## config.mk

```make
export PLATFORM = sky130hd
export DESIGN_NAME = mdu_hilo_ctrl
export DESIGN_NICKNAME = d
export VERILOG_FILES = /design/src/rtl/mdu_hilo_ctrl.sv
export SDC_FILE = /design/constraint.sdc
export NUM_CORES = 2
export LEC_CHECK = 0
export ABC_AREA = 1
export CELL_PAD_IN_SITES_DETAIL_PLACEMENT = 0
export CELL_PAD_IN_SITES_GLOBAL_PLACEMENT = 1
export CORE_UTILIZATION = 44
export DETAILED_ROUTE_END_ITERATION = 8
export PLACE_DENSITY = 0.85
export SLEW_MARGIN = 20
export SYNTH_ARGS = -nofsm -noshare
export SYNTH_HDL_FRONTEND = slang
export SYNTH_SLANG_ARGS = --single-unit
```

## constraint.sdc

```tcl
create_clock -name clk -period 9.8 [get_ports clk]
set_clock_uncertainty 0.15 [all_clocks]
set_input_delay 1.47 -clock clk [delete_from_list [all_inputs] [get_ports clk]]
set_output_delay 1.47 -clock clk [all_outputs]
set_load 0.005 [all_outputs]
```

## src/rtl/mdu_hilo_ctrl.sv

```systemverilog
// rtl/mdu_hilo_ctrl.sv - HI/LO multiply/divide sequencer with a radix-2 restoring divider
// Optional MDU_ITER_MUL_EN: MULT/MULTU use the iterative RUN/DONE path instead of a combinational multiplier.
module mdu_hilo_ctrl #(
   parameter int WIDTH = 32
) (
   input  logic             clk,
   input  logic             rst,
   input  logic             flush,
   input  logic             op_valid,
   input  logic [2:0]       op,
   input  logic [WIDTH-1:0] rs_data,
   input  logic [WIDTH-1:0] rt_data,
   output logic             stall,
   output logic             busy,
   output logic             hi_we,
   output logic             lo_we,
   output logic [WIDTH-1:0] hi_wdata,
   output logic [WIDTH-1:0] lo_wdata
);
   localparam int CW = (WIDTH > 1) ? $clog2(WIDTH) : 1;

   typedef enum logic [1:0] {IDLE, RUN, DONE} state_t;
   state_t state, state_nxt;

   logic [CW-1:0]    cnt;
   logic [WIDTH-1:0] rem, quo, dvs;
   logic             neg_q, neg_r;

   logic is_mthi, is_mtlo, is_mul, is_div, start, op_signed, rs_neg, rt_neg;
   logic [WIDTH-1:0] rs_mag, rt_mag;

   assign is_mthi   = op_valid && (op == 3'b101);
   assign is_mtlo   = op_valid && (op == 3'b110);
   assign is_mul    = op_valid && ((op == 3'b001) || (op == 3'b010));
   assign is_div    = op_valid && ((op == 3'b011) || (op == 3'b100));
   assign op_signed = (op == 3'b001) || (op == 3'b011);
   assign rs_neg    = op_signed && rs_data[WIDTH-1];
   assign rt_neg    = op_signed && rt_data[WIDTH-1];
   assign rs_mag    = rs_neg ? -rs_data : rs_data;
   assign rt_mag    = rt_neg ? -rt_data : rt_data;

   // Restoring divide step: remainder sits in rem, dividend bits shift out of quo.
   logic [WIDTH:0]   shl, diff;
   logic [WIDTH-1:0] div_rem, div_quo;
   assign shl     = {rem, quo[WIDTH-1]};
   assign diff    = shl - {1'b0, dvs};
   assign div_rem = diff[WIDTH] ? shl[WIDTH-1:0] : diff[WIDTH-1:0];
   assign div_quo = {quo[WIDTH-2:0], ~diff[WIDTH]};

`ifdef MDU_ITER_MUL_EN
   logic             mul_r;
   logic [WIDTH:0]   mul_sum;
   logic [2*WIDTH-1:0] mul_res;
   assign start   = is_div || is_mul;
   assign mul_sum = {1'b0, rem} + (quo[0] ? {1'b0, dvs} : '0);
   assign mul_res = neg_q ? -{rem, quo} : {rem, quo};
`else
   logic [2*WIDTH-1:0] ext_rs, ext_rt, prod;
   assign start  = is_div;
   assign ext_rs = {{WIDTH{rs_neg}}, rs_data};
   assign ext_rt = {{WIDTH{rt_neg}}, rt_data};
   assign prod   = ext_rs * ext_rt;
`endif

   always_ff @(posedge clk) begin
      if (rst) state <= IDLE;
      else     state <= state_nxt;
   end

   always_comb begin
      state_nxt = state;
      case (state)
         IDLE:    if (start) state_nxt = RUN;
         RUN:     if (cnt == CW'(WIDTH-1)) state_nxt = DONE;
         DONE:    state_nxt = IDLE;
         default: state_nxt = IDLE;
      endcase
      if (flush) state_nxt = IDLE;
   end

   always_ff @(posedge clk) begin
      if (rst) begin
         cnt   <= '0;
         rem   <= '0;
         quo   <= '0;
         dvs   <= '0;
         neg_q <= 1'b0;
         neg_r <= 1'b0;
`ifdef MDU_ITER_MUL_EN
         mul_r <= 1'b0;
`endif
      end else if (state == IDLE && start && !flush) begin
         cnt   <= '0;
         rem   <= '0;
         neg_q <= rs_neg ^ rt_neg;
         neg_r <= rs_neg;
`ifdef MDU_ITER_MUL_EN
         mul_r <= is_mul;
         quo   <= is_mul ? rt_mag : rs_mag;
         dvs   <= is_mul ? rs_mag : rt_mag;
`else
         quo   <= rs_mag;
         dvs   <= rt_mag;
`endif
      end else if (state == RUN) begin
         cnt <= cnt + CW'(1);
`ifdef MDU_ITER_MUL_EN
         if (mul_r) begin
            rem <= mul_sum[WIDTH:1];
            quo <= {mul_sum[0], quo[WIDTH-1:1]};
         end else begin
            rem <= div_rem;
            quo <= div_quo;
         end
`else
         rem <= div_rem;
         quo <= div_quo;
`endif
      end
   end

   always_comb begin
      stall    = 1'b0;
      hi_we    = 1'b0;
      lo_we    = 1'b0;
      hi_wdata = '0;
      lo_wdata = '0;
      busy     = !rst && (state != IDLE);
      if (!rst && !flush) begin
         case (state)
            IDLE: begin
               if (is_mthi) begin
                  hi_we    = 1'b1;
                  hi_wdata = rs_data;
               end
               if (is_mtlo) begin
                  lo_we    = 1'b1;
                  lo_wdata = rs_data;
               end
`ifndef MDU_ITER_MUL_EN
               if (is_mul) begin
                  hi_we                = 1'b1;
                  lo_we                = 1'b1;
                  {hi_wdata, lo_wdata} = prod;
               end
`endif
               if (start) stall = 1'b1;
            end
            RUN: stall = 1'b1;
            DONE: begin
               hi_we = 1'b1;
               lo_we = 1'b1;
`ifdef MDU_ITER_MUL_EN
               if (mul_r) begin
                  {hi_wdata, lo_wdata} = mul_res;
               end else begin
                  hi_wdata = neg_r ? -rem : rem;
                  lo_wdata = neg_q ? -quo : quo;
               end
`else
               hi_wdata = neg_r ? -rem : rem;
               lo_wdata = neg_q ? -quo : quo;
`endif
            end
            default: ;
         endcase
      end
   end
endmodule

```

==> flow_metrics.env <==
export IMPL_first_iter_violations=4129
export IMPL_cts_max_path_buffers=2
export IMPL_path_common_cell="fa_1"
export IMPL_first_pass_iters=8
export IMPL_grt_pass1_vias=51250
export IMPL_synth_top_area_share_pct=43.69
export IMPL_ant_nets=0
export IMPL_synth_cell_type_count=54
export IMPL_hpwl_mm=166.1
export IMPL_synth_area_sq_mm=0.05159
export IMPL_synth_ff_type="dfxtp_1"
export IMPL_die_y_um=344.4
export IMPL_overflow=0
export IMPL_mostFrequentLayoutCells="inv_1 (1801), nand2_1 (1698), fa_1 (1066)"
export IMPL_rsz0062_at_grt="true"
export IMPL_timing_hold_ws_ns=0.3210
export IMPL_worst_pin_slew_ns=1.105
export IMPL_synth_yosys_warnings=0
export IMPL_grt_util_all_layers_pct=35.84
export IMPL_ys_async_sr_fraction_pct=0
export IMPL_fill_cells=10750
export IMPL_cts_buffers=9
export IMPL_initial_utilization_pct=44.40
export IMPL_min_path_type="flip-flop to flip-flop"
export IMPL_clock_latency_ns=0.39
export IMPL_setup_slack_ns=-0.4807
export IMPL_hold_viol_final=0
export IMPL_cpPeakStageDelay_ns=0.57
export IMPL_drive_above_1_share_pct=22.85
export IMPL_numClockSinks=105
export IMPL_final_common_cell="inv_1"
export IMPL_synth_yosys_seq_area_share_pct=4.075
export IMPL_arrival_ns=8.66
export IMPL_critical_path_class="primary input to primary output"
export IMPL_fin_crit_sh_pct=104.9
export IMPL_port_buffers=138
export IMPL_max_clock_freq_mhz=97.27
export IMPL_synth_area_leaders="fa_1 (44%), inv_1 (14%), nand2_1 (14%), ha_1 (6.1%), dfxtp_1 (4.1%)"
export IMPL_vias=49840
export IMPL_max_slew_margin_rel_pct=26.25
export IMPL_grt_max_degree=61
export IMPL_fp_dieW_um=344.4
export IMPL_antenna_found_initial=15
export IMPL_crit_slowest_cell="fa_2"
export IMPL_ys_ff_latch=105
export IMPL_gp_congestion=1.019
export IMPL_drv_slew=0
export IMPL_critPathRequiredTime_ns=8.18
export IMPL_syn_area_per_cell_sq_um=7.175
export IMPL_crit_buf_inv=15
export IMPL_status="finished, violations left"
export IMPL_num_rows=125
export IMPL_cts_tree="yes"
export IMPL_drv_cap=0
export IMPL_hold_buffers=0
export IMPL_pin_count=139
export IMPL_preCtsSetupSlack_ns=-1.816
export IMPL_synth_edf_count=0
export IMPL_start_kind="primary input"
export IMPL_synth_area_leader_cell="fa_1"
export IMPL_viasPerCell=5.279
export IMPL_routed_wl_mm=212.0
export IMPL_clkSlewWorstSetupHoldPaths_ns=0.08
export IMPL_path_max_fanout=8
export IMPL_violations="negative setup slack"
export IMPL_worstSetupEndpointType="primary output"
export IMPL_core_area_sq_mm=0.1162
export IMPL_h_tree_depth=3
export IMPL_die_area_sq_mm=0.1186
export IMPL_dpl_cell_count=9192
export IMPL_remaining_drc_errors=0
export IMPL_synthCells=7190
export IMPL_clock_root_buffer="clkbuf_16"
export IMPL_routedWlPerCell_um=22.46
export IMPL_area_growth_syn_to_layout_pct=29.19
export IMPL_reg2reg_slack_ns=5.83
export IMPL_finalSetupViolations=43
export IMPL_layout_nets=9345
export IMPL_stdcell_count=9441
export IMPL_critPathTopFamily="adder cells"
export IMPL_min_period_ns=10.28
export IMPL_syn_nets=8637
export IMPL_grt_pass1_wl_mm=314.8
## final timing paths
kind	startpoint	to	cells after the start
setup / recovery	op[2]	hi_wdata[26]	37
hold / removal	dvs[2]$_SDFFE_PP0P_	dvs[2]$_SDFFE_PP0P_	2
setup reg to reg	state[1]$_SDFFE_PN0P_	neg_q$_SDFFE_PP0P_	11
hold reg to reg	dvs[2]$_SDFFE_PP0P_	dvs[2]$_SDFFE_PP0P_	2
## through the flow
| step | setup TNS (ns) | area (sq um) | util, % |
|---|---|---|---|
| 2_1_floorplan | 0 | 51610 | - |
| 3_3_place_gp | -68.90 | 59590 | 51.28 |
| 3_5_place_dp | -69.37 | 59590 | 51.28 |
| 4_1_cts | -18.55 | 64370 | 55.40 |
| 5_1_grt | -22.54 | 66640 | 57.35 |
| 6_report | -13.02 | 66650 | 57.36 |
## routing by layer
layer,GRT usage [%],up-vias,share of wire (%)
met5,0,-,0.012
met3,6.239,510,8.5
met2,57.42,2194,46
met1,45.66,24740,38
li1,-,22400,-
met4,20.60,4,7.0
## registers in the layout, summed over array words and instances (netlist names)
| name | flops |
|---|---|
| quo | 32 |
| rem | 32 |
| dvs | 32 |
| state | 2 |
| neg_q | 1 |
| cnt | 5 |
| neg_r | 1 |
## Yosys cell counts, types with 12 or more instances
master,instances
inv_1,1885
nand2_1,1885
fa_1,1126
nor2_1,384
nand3_1,304
a21oi_1,299
ha_1,250
clkbuf_1,234
o21ai_0,187
dfxtp_1,105
buf_1,78
nand4_1,49
o211ai_1,36
nor3_1,35
buf_2,34
xor2_1,33
o22ai_1,26
o21bai_1,23
o21ai_1,22
o21a_1,21
xnor2_1,21
a31oi_1,17
inv_2,15
nor4_1,12
or2_2,12
## cells by family after synthesis
| kind of cell | after synthesis | synth area share, % |
|---|---|---|
| DFF | 105 | 4.075 |
| buffers and inverters | 2258 | 16.58 |
| xor gates and xnor gates | 54 | 0.9168 |
| AOI/OAI and AO/OA | 661 | 7.106 |
| and+or+nand+nor | 2736 | 21.56 |
| adders and majority gates | 1376 | 49.76 |
## cell type report
cell class,count,area (sq um),area share [%]
diodes,14,35.03,0.05256
clock buffers,9,225.2,0.3379
clock inverters,7,91.34,0.1370
inverters,1905,7184,10.78
multi-input cells,4827,44560,66.86
flip-flops and latches,105,2102,3.154
well taps,1524,1907,2.861
repair buffers,1050,10540,15.82
## worst register-to-register path, delay by kind of cell, from the launching register on
kind	cells	cell delay, ns
compound gates	2	0.31
buf+inv	4	1.49
flops	1	0.37
simple gates	5	1.58
## timing repair
item                                    in CTS  in global routing
endpoints found under the setup margin      54                 52
hold endpoints to repair                     0                  0
setup buffers                              134                 76
gates cloned                                25                  5
pin swaps                                  244                316
gates resized for setup                    981                540
Power is left out: the tool's default activity adds up to more than one toggle a clock period on the data nets, which glitch-free logic cannot reach.
